===== src/rtl/painterengine_gpu_reader_fifo_if.sv =====
// Stream bundle between the GPU reader channel, this FIFO and the compute unit.
// The slave view is the FIFO; the master view is the reader/consumer side.
interface painterengine_gpu_reader_fifo_if;
    logic [31:0] i_wire_data;
    logic        i_wire_data_valid;
    logic        o_wire_data_next;
    logic [31:0] o_wire_out_data;
    logic        o_wire_out_valid;
    logic        i_wire_out_ready;

    modport slave (
        input  i_wire_data,
        input  i_wire_data_valid,
        input  i_wire_out_ready,
        output o_wire_data_next,
        output o_wire_out_data,
        output o_wire_out_valid
    );

    modport master (
        output i_wire_data,
        output i_wire_data_valid,
        output i_wire_out_ready,
        input  o_wire_data_next,
        input  o_wire_out_data,
        input  o_wire_out_valid
    );
endinterface


===== src/rtl/painterengine_gpu_reader_fifo.sv =====
// Elastic FWFT buffer behind one GPU DMA reader channel. Counts words in and
// out against a programmed length and reports done / error / timeout.
//
// state    | meaning
// ---------+--------------------------------------------------------------
// IDLE  00 | after reset, waiting for start
// RUN   01 | accepting reader words and presenting them to the consumer
// DONE  10 | all length words consumed; holds until next start
// ERROR 11 | zero length or stall timeout; sticky until start or reset
module painterengine_gpu_reader_fifo #(
    parameter int DEPTH       = 16,
    parameter int ADDR_W      = 4,
    parameter int TIMEOUT_BIT = 18
) (
    input  logic                  i_wire_clock,
    input  logic                  i_wire_resetn,
    input  logic                  i_wire_start,
    input  logic [31:0]           i_wire_length,
    painterengine_gpu_reader_fifo_if.slave bus,
    output logic [ADDR_W:0]       o_wire_level,
    output logic                  o_wire_done,
    output logic                  o_wire_error,
    output logic [1:0]            o_wire_error_type
);

    typedef enum logic [1:0] {
        ST_IDLE  = 2'b00,
        ST_RUN   = 2'b01,
        ST_DONE  = 2'b10,
        ST_ERROR = 2'b11
    } state_t;

    localparam logic [ADDR_W:0]      LVL_FULL  = (ADDR_W+1)'(DEPTH);
    localparam logic [ADDR_W:0]      LVL_ONE   = (ADDR_W+1)'(1);
    localparam logic [ADDR_W-1:0]    PTR_ONE   = ADDR_W'(1);
    localparam logic [TIMEOUT_BIT:0] STALL_ONE = (TIMEOUT_BIT+1)'(1);

    state_t                 state_q, state_d;
    logic [ADDR_W-1:0]      rd_ptr_q, rd_ptr_d;
    logic [ADDR_W-1:0]      wr_ptr_q, wr_ptr_d;
    logic [ADDR_W:0]        level_q, level_d;
    logic [31:0]            in_count_q, in_count_d;
    logic [31:0]            out_count_q, out_count_d;
    logic [31:0]            length_q, length_d;
    logic [TIMEOUT_BIT:0]   stall_q, stall_d;
    logic [1:0]             etype_q, etype_d;

    logic [31:0]            mem [DEPTH];

    logic                   data_next;
    logic                   out_valid;
    logic                   push;
    logic                   pop;
    logic [TIMEOUT_BIT:0]   stall_inc;

    // Handshakes derive from registered state only, so RREADY has no input path.
    always_comb begin
        data_next = (state_q == ST_RUN) && (level_q != LVL_FULL) && (in_count_q != length_q);
        out_valid = (state_q == ST_RUN) && (level_q != '0);
        push      = bus.i_wire_data_valid && data_next;
        pop       = out_valid && bus.i_wire_out_ready;
        stall_inc = stall_q + STALL_ONE;
    end

    // Next-state computation for the FSM, pointers, counters and stall timer.
    always_comb begin
        state_d     = state_q;
        rd_ptr_d    = rd_ptr_q;
        wr_ptr_d    = wr_ptr_q;
        level_d     = level_q;
        in_count_d  = in_count_q;
        out_count_d = out_count_q;
        length_d    = length_q;
        stall_d     = stall_q;
        etype_d     = etype_q;
        case (state_q)
            ST_RUN: begin
                if (push) begin
                    wr_ptr_d   = wr_ptr_q + PTR_ONE;
                    in_count_d = in_count_q + 32'd1;
                end
                if (pop) begin
                    rd_ptr_d    = rd_ptr_q + PTR_ONE;
                    out_count_d = out_count_q + 32'd1;
                end
                case ({push, pop})
                    2'b10:   level_d = level_q + LVL_ONE;
                    2'b01:   level_d = level_q - LVL_ONE;
                    default: level_d = level_q;
                endcase
                stall_d = (push || pop) ? '0 : stall_inc;
                // A completing pop always wins; timeout can only fire on an idle cycle.
                if (pop && (out_count_d == length_q)) begin
                    state_d = ST_DONE;
                end else if (!push && !pop && stall_inc[TIMEOUT_BIT]) begin
                    state_d = ST_ERROR;
                    etype_d = 2'b10;
                end
            end
            default: begin
                if (i_wire_start) begin
                    length_d    = i_wire_length;
                    rd_ptr_d    = '0;
                    wr_ptr_d    = '0;
                    level_d     = '0;
                    in_count_d  = '0;
                    out_count_d = '0;
                    stall_d     = '0;
                    if (i_wire_length == 32'd0) begin
                        state_d = ST_ERROR;
                        etype_d = 2'b01;
                    end else begin
                        state_d = ST_RUN;
                        etype_d = 2'b00;
                    end
                end
            end
        endcase
    end

    // Control registers with asynchronous active-low reset.
    always_ff @(posedge i_wire_clock or negedge i_wire_resetn) begin
        if (!i_wire_resetn) begin
            state_q     <= ST_IDLE;
            rd_ptr_q    <= '0;
            wr_ptr_q    <= '0;
            level_q     <= '0;
            in_count_q  <= '0;
            out_count_q <= '0;
            length_q    <= '0;
            stall_q     <= '0;
            etype_q     <= 2'b00;
        end else begin
            state_q     <= state_d;
            rd_ptr_q    <= rd_ptr_d;
            wr_ptr_q    <= wr_ptr_d;
            level_q     <= level_d;
            in_count_q  <= in_count_d;
            out_count_q <= out_count_d;
            length_q    <= length_d;
            stall_q     <= stall_d;
            etype_q     <= etype_d;
        end
    end

    // Storage array; contents intentionally survive reset.
    always_ff @(posedge i_wire_clock) begin
        if (push) begin
            mem[wr_ptr_q] <= bus.i_wire_data;
        end
    end

    assign bus.o_wire_data_next = data_next;
    assign bus.o_wire_out_valid = out_valid;
    assign bus.o_wire_out_data  = (level_q != '0) ? mem[rd_ptr_q] : 32'd0;
    assign o_wire_level         = level_q;
    assign o_wire_done          = (state_q == ST_DONE);
    assign o_wire_error         = (state_q == ST_ERROR);
    assign o_wire_error_type    = etype_q;

endmodule


===== src/flat_wrapper.sv =====
// flat-port wrapper written by rule: the top's interface ports become plain ports
module painterengine_gpu_reader_fifo_flat 
#(
    parameter int DEPTH       = 16,
    parameter int ADDR_W      = 4,
    parameter int TIMEOUT_BIT = 18
)
  (i_wire_clock, i_wire_resetn, i_wire_start, i_wire_length, o_wire_level, o_wire_done, o_wire_error, o_wire_error_type, bus_i_wire_data, bus_i_wire_data_valid, bus_i_wire_out_ready, bus_o_wire_data_next, bus_o_wire_out_data, bus_o_wire_out_valid);
  painterengine_gpu_reader_fifo_if bus_i ();
  input  logic i_wire_clock;
  input  logic i_wire_resetn;
  input  logic i_wire_start;
  input  logic [31:0] i_wire_length;
  output logic [ADDR_W:0] o_wire_level;
  output logic o_wire_done;
  output logic o_wire_error;
  output logic [1:0] o_wire_error_type;
  input wire logic [$bits(bus_i.i_wire_data)-1:0] bus_i_wire_data;
  input wire logic [$bits(bus_i.i_wire_data_valid)-1:0] bus_i_wire_data_valid;
  input wire logic [$bits(bus_i.i_wire_out_ready)-1:0] bus_i_wire_out_ready;
  output wire logic [$bits(bus_i.o_wire_data_next)-1:0] bus_o_wire_data_next;
  output wire logic [$bits(bus_i.o_wire_out_data)-1:0] bus_o_wire_out_data;
  output wire logic [$bits(bus_i.o_wire_out_valid)-1:0] bus_o_wire_out_valid;
  assign bus_i.i_wire_data = bus_i_wire_data;
  assign bus_i.i_wire_data_valid = bus_i_wire_data_valid;
  assign bus_i.i_wire_out_ready = bus_i_wire_out_ready;
  assign bus_o_wire_data_next = bus_i.o_wire_data_next;
  assign bus_o_wire_out_data = bus_i.o_wire_out_data;
  assign bus_o_wire_out_valid = bus_i.o_wire_out_valid;
  painterengine_gpu_reader_fifo #(.DEPTH(DEPTH), .ADDR_W(ADDR_W), .TIMEOUT_BIT(TIMEOUT_BIT)) u_core (.i_wire_clock(i_wire_clock), .i_wire_resetn(i_wire_resetn), .i_wire_start(i_wire_start), .i_wire_length(i_wire_length), .bus(bus_i), .o_wire_level(o_wire_level), .o_wire_done(o_wire_done), .o_wire_error(o_wire_error), .o_wire_error_type(o_wire_error_type));
endmodule

===== config.mk =====
export PLATFORM = sky130hd
export DESIGN_NAME = painterengine_gpu_reader_fifo_flat
export DESIGN_NICKNAME = d
export VERILOG_FILES = /design/src/rtl/painterengine_gpu_reader_fifo_if.sv /design/src/rtl/painterengine_gpu_reader_fifo.sv /design/src/flat_wrapper.sv
export SDC_FILE = /design/constraint.sdc
export NUM_CORES = 1
export LEC_CHECK = 0
export BUFFER_PORTS_ARGS = -buffer_cell sky130_fd_sc_hd__buf_2
export CORE_MARGIN = 2
export CORE_UTILIZATION = 55
export DETAILED_ROUTE_END_ITERATION = 16
export HOLD_SLACK_MARGIN = 0.02
export PLACE_DENSITY = 0.83
export SLEW_MARGIN = 20
export SYNTH_ARGS = -nofsm -noshare
export SYNTH_HDL_FRONTEND = slang
export SYNTH_SLANG_ARGS = --single-unit

===== constraint.sdc =====
create_clock -name i_wire_clock -period 12.82 [get_ports i_wire_clock]
set_input_delay 2.564 -clock i_wire_clock [delete_from_list [all_inputs] [get_ports i_wire_clock]]
set_output_delay 2.564 -clock i_wire_clock [all_outputs]
set_load 0.05 [all_outputs]

==> impl_results.html <==
<table>
<tr><th>Metric</th><th>Value</th></tr>
<tr><th colspan="2">Route</th></tr>
<tr><td>Post-route ant nets</td><td>0</td></tr>
<tr><td>Vias/cell</td><td>6.335</td></tr>
<tr><td>Length of the first detailed-routing pass in iterations</td><td>5</td></tr>
<tr><td>DRC violations left</td><td>0</td></tr>
<tr><td>Number of DRC violations after detailed-routing iteration 0</td><td>1706</td></tr>
<tr><td>Total Wirelength</td><td>67070 um</td></tr>
<tr><td>WL/cell</td><td>27.00 um</td></tr>
<tr><td>Detailed-route via count</td><td>15740</td></tr>
<tr><th colspan="2">Hold path</th></tr>
<tr><td>Beginning of the worst hold path</td><td>u_core.stall_q[14]$_DFFE_PN0P_</td></tr>
<tr><td>Hold Path Stages</td><td>1</td></tr>
<tr><td>Worst min-delay path endpoint</td><td>u_core.stall_q[14]$_DFFE_PN0P_</td></tr>
<tr><td>Type of the most critical hold path</td><td>reg2reg</td></tr>
<tr><th colspan="2">Critical path</th></tr>
<tr><td>Signal arrival time at the worst endpoint</td><td>4.08 ns</td></tr>
<tr><td>Worst flop-to-flop path endpoint</td><td>u_core.o_wire_level[4]$_DFFE_PN0P_</td></tr>
<tr><td>Peak fanout along the critical path</td><td>78</td></tr>
<tr><td>Worst reg2reg setup slack</td><td>a little under 9 ns</td></tr>
<tr><td>Reg2reg path depth</td><td>12</td></tr>
<tr><td>Critical path class</td><td>reg2out</td></tr>
<tr><td>Worst setup EP type</td><td>output pin</td></tr>
<tr><td>Required time of the critical path</td><td>10.26 ns</td></tr>
<tr><td>Kind of start point of the critical path</td><td>flop</td></tr>
<tr><td>R2r startpoint</td><td>u_core.state_q[0]$_DFFE_PN0P_</td></tr>
<tr><th colspan="2">STA</th></tr>
<tr><td>Max-slew violations</td><td>0</td></tr>
<tr><td>Worst-Margin Slew</td><td>1.161 ns</td></tr>
<tr><td>Post-layout min period</td><td>6.649 ns</td></tr>
<tr><td>Max Clk Rate</td><td>~150 MHz</td></tr>
<tr><td>Final hold violation count</td><td>0</td></tr>
<tr><td>Setup_tns</td><td>0 ns</td></tr>
<tr><td>Max transition margin</td><td>0.2262</td></tr>
<tr><td>Crit share post-route</td><td>0.5186</td></tr>
<tr><td>Final Skew</td><td>between 0.06 and 0.07 ns</td></tr>
<tr><td>Final setup viols</td><td>0</td></tr>
<tr><td>Unrepaired setup endpoints after global routing</td><td>false</td></tr>
<tr><th colspan="2">Logic synthesis</th></tr>
<tr><td>Async S/R FF share, synth</td><td>0.2050</td></tr>
<tr><td>Yosys synthesis warning count</td><td>0</td></tr>
<tr><td>Most area-hungry cell type in the Yosys netlist</td><td>sky130_fd_sc_hd__edfxtp_1</td></tr>
<tr><td>Cell Area, Synth</td><td>27090 um2</td></tr>
<tr><td>Commonest cells in the synthesized netlist</td><td>512 x sky130_fd_sc_hd__edfxtp_1, 174 x sky130_fd_sc_hd__nand2_1, 160 x sky130_fd_sc_hd__mux4_2</td></tr>
<tr><td>Most area-consuming cells after synthesis</td><td>sky130_fd_sc_hd__edfxtp_1 57%, sky130_fd_sc_hd__mux4_2 13%, sky130_fd_sc_hd__dfrtp_1 12%, sky130_fd_sc_hd__nand2_1 2.4%, sky130_fd_sc_hd__xor2_1 2.0%</td></tr>
<tr><td>Synthesized netlist net count</td><td>1727</td></tr>
<tr><td>Distinct cells, synth</td><td>between 60 and 70</td></tr>
<tr><td>Yosys reg bits</td><td>644</td></tr>
<tr><td>Post-synth top area share</td><td>0.5675</td></tr>
<tr><td>Number of standard cells after synthesis</td><td>1644</td></tr>
<tr><td>Most frequently used flop master after synthesis</td><td>sky130_fd_sc_hd__edfxtp_1</td></tr>
<tr><td>Most frequently used cell type in the post-synthesis netlist</td><td>sky130_fd_sc_hd__edfxtp_1</td></tr>
<tr><td>Number of synthesized flops with an enable pin</td><td>just over 500</td></tr>
<tr><td>Post-Syn Area per Cell</td><td>16.48 um2</td></tr>
<tr><td>Part of the Yosys area used for sequential elements</td><td>0.6895</td></tr>
<tr><th colspan="2">Floorplanning</th></tr>
<tr><td>Core footprint</td><td>48750 um2</td></tr>
<tr><td>Area enclosed by the die boundary</td><td>51040 um2</td></tr>
<tr><td>Cell row count</td><td>between 80 and 90</td></tr>
<tr><td>Width of the chip</td><td>~230 um</td></tr>
<tr><td>Top Ports</td><td>around 110</td></tr>
<tr><td>Die boundary height</td><td>225.9 um</td></tr>
<tr><td>Initial cell density of the core</td><td>0.5557</td></tr>
<tr><th colspan="2">Finish</th></tr>
<tr><td>Fraction of layout cells with a size suffix above 1</td><td>0.2367</td></tr>
<tr><td>Final design area excluding fillers</td><td>between 30000 and 40000 um2</td></tr>
<tr><td>Area growth syn-to-layout</td><td>13.32%</td></tr>
<tr><td>Number of fill cells</td><td>around 3300</td></tr>
<tr><td>Number of nets in the layout</td><td>between 1500 and 2000</td></tr>
<tr><th colspan="2">GRT</th></tr>
<tr><td>All-layer global routing usage</td><td>0.2666</td></tr>
<tr><td>Via count of the first global-routing pass</td><td>approximately 16000</td></tr>
<tr><td>Overflow after GRT</td><td>0</td></tr>
<tr><td>Initial antenna violation count</td><td>6</td></tr>
<tr><td>Global-route wire length before repair</td><td>a little under 100000 um</td></tr>
<tr><td>Maximum number of pins on one net before global-route repair</td><td>84</td></tr>
<tr><th colspan="2">Clock tree</th></tr>
<tr><td>Resized cells post-CTS</td><td>0</td></tr>
<tr><td>Sink count of the clock tree</td><td>644</td></tr>
<tr><td>Buffers inserted during post-CTS setup optimization</td><td>0</td></tr>
<tr><td>Root Buffer</td><td>sky130_fd_sc_hd__clkbuf_16</td></tr>
<tr><td>Latest clock arrival within the worst-skew pair</td><td>0.67 ns</td></tr>
<tr><td>Max Root-Sink Buffers</td><td>3</td></tr>
<tr><td>Hold_buf cts</td><td>0</td></tr>
<tr><td>Clock tree from TritonCTS</td><td>yes</td></tr>
<tr><td>Number of buffers added by the clock tree synthesis step</td><td>between 60 and 70</td></tr>
<tr><td># H-tree levels</td><td>2</td></tr>
<tr><td>Clock-pin slew of the registers on the worst-case setup and hold paths</td><td>~0.06 ns</td></tr>
<tr><th colspan="2">Outcome</th></tr>
<tr><td>Outcome</td><td>complete, no violations</td></tr>
<tr><th colspan="2">Place</th></tr>
<tr><td>HPWL after DPL</td><td>approximately 35000 um</td></tr>
<tr><td>Cell area after placement</td><td>28500 um2</td></tr>
<tr><td>GP Congestion</td><td>0.9019</td></tr>
<tr><td>Number of input and output port buffers inserted</td><td>111</td></tr>
<tr><th colspan="2">Power</th></tr>
<tr><td>Static leakage</td><td>0.01082 uW</td></tr>
<tr><td>Power density over the cells</td><td>215.7 nW/um2</td></tr>
<tr><td>Peak VDD IR</td><td>around 0.23 mV</td></tr>
<tr><th colspan="2">Job</th></tr>
<tr><td>Maximum Capacitance Violations</td><td>0</td></tr>
</table>
## placed cells by master, fill, tap and decap left out, drive strengths merged, types with 4 or more instances in the layout
master	instances
a211oi	5
a21oi	23
a22o	7
and2	7
and3	20
and4	6
buf	138
bufinv	11
clkbuf	72
clkinv	25
clkinvlp	4
dfrtp	132
edfxtp	512
ha	13
inv	27
mux2i	9
mux4	160
nand2	174
nand2b	6
nand3	38
nand4	31
nor2	69
nor2b	39
nor3	18
nor4	25
o211ai	7
o21a	4
o21ai	73
o31ai	4
or3	15
xnor2	43
xor2	61
## critical path: stages, from the launching register on
cell and delay, ns:
sky130_fd_sc_hd__dfrtp_4 0.94, sky130_fd_sc_hd__buf_4 0.94, sky130_fd_sc_hd__mux4_2 0.47, sky130_fd_sc_hd__mux4_2 0.49
sky130_fd_sc_hd__nor2b_1 0.20, sky130_fd_sc_hd__buf_2 0.27
## logic make-up (layout without fill, tap and decap cells)
| group | Yosys count | count (layout) | share of synthesized area |
|---|---|---|---|
| and+or+nand+nor | 461 | 461 | 0.08503 |
| muxes | 172 | 172 | 0.1376 |
| xor gates and xnor gates | 104 | 104 | 0.03362 |
| adders and majority gates | 14 | 14 | 0.006744 |
| buffers and inverters | 104 | 277 | 0.01473 |
| DFF | 644 | 644 | 0.6895 |
| AOI/OAI and AO/OA | 145 | 145 | 0.03279 |
| other | 0 | 3 | 0 |
## state kept, by name, summed over array words and instances, names as in the netlist
| name | flops |
|---|---|
| u_core.wr_ptr_q | 4 |
| u_core.o_wire_level | 5 |
| u_core.state_q | 2 |
| u_core.mem | 512 |
| u_core.rd_ptr_q | 4 |
| u_core.o_wire_error_type | 2 |
| u_core.in_count_q | 32 |
| u_core.out_count_q | 32 |
| u_core.length_q | 32 |
| u_core.stall_q | 19 |
## area by class of cell
type	count	area [um2]	share of cell area
Antenna cell	3	7.507	0.0002445
Inverter	26	97.59	0.003179
Sequential cell	644	18690	0.6087
Clock buffer	72	1578	0.05139
Multi-Input combinational cell	896	8132	0.2649
Tap cell	664	830.8	0.02706
Timing Repair Buffer	138	784.5	0.02555
Clock inverter	41	581.8	0.01895
## worst max-delay path by stage
stage / startpoint / to / slack (ns) / depth (start not counted)
2_1_floorplan: bus_i_wire_data_valid / u_core.mem[3][0]$_DFFE_PP_ / 6.89 / 4
3_3_place_gp: u_core.rd_ptr_q[0]$_DFFE_PN0P_ / bus_o_wire_out_data[29] / 6.70 / 5
3_5_place_dp: u_core.rd_ptr_q[0]$_DFFE_PN0P_ / bus_o_wire_out_data[12] / 6.69 / 5
4_1_cts: u_core.rd_ptr_q[0]$_DFFE_PN0P_ / bus_o_wire_out_data[12] / 5.94 / 5
5_1_grt: u_core.rd_ptr_q[0]$_DFFE_PN0P_ / bus_o_wire_out_data[31] / 6.03 / 6
6_report: u_core.rd_ptr_q[1]$_DFFE_PN0P_ / bus_o_wire_out_data[12] / 6.17 / 5
## through the flow
stage	hold slack, ns	power, uW	util	setup WS (ns)	std cells
after floorplan	0.4577	4132	-	6.890	1644
after global placement	0.4803	4634	0.5847	6.703	2367
after detailed placement	0.4913	4688	0.5847	6.686	2367
after CTS	0.5057	6650	0.6290	5.938	2480
after global routing	0.5339	6834	0.6298	6.033	2484
final	0.5054	6620	0.6298	6.171	2484
## layer usage
metal	GRT usage	wire length [um]
met1	0.3416	24610
met2	0.4602	34920
met3	0.04163	5346
met4	0.1049	2159
met5	0	41
## power by group
group | switching (uW) | internal (uW)
logic | 1240 | 803
registers | 188 | 2470
clock network | 804 | 1110
Power figures use the tool's default switching activity.
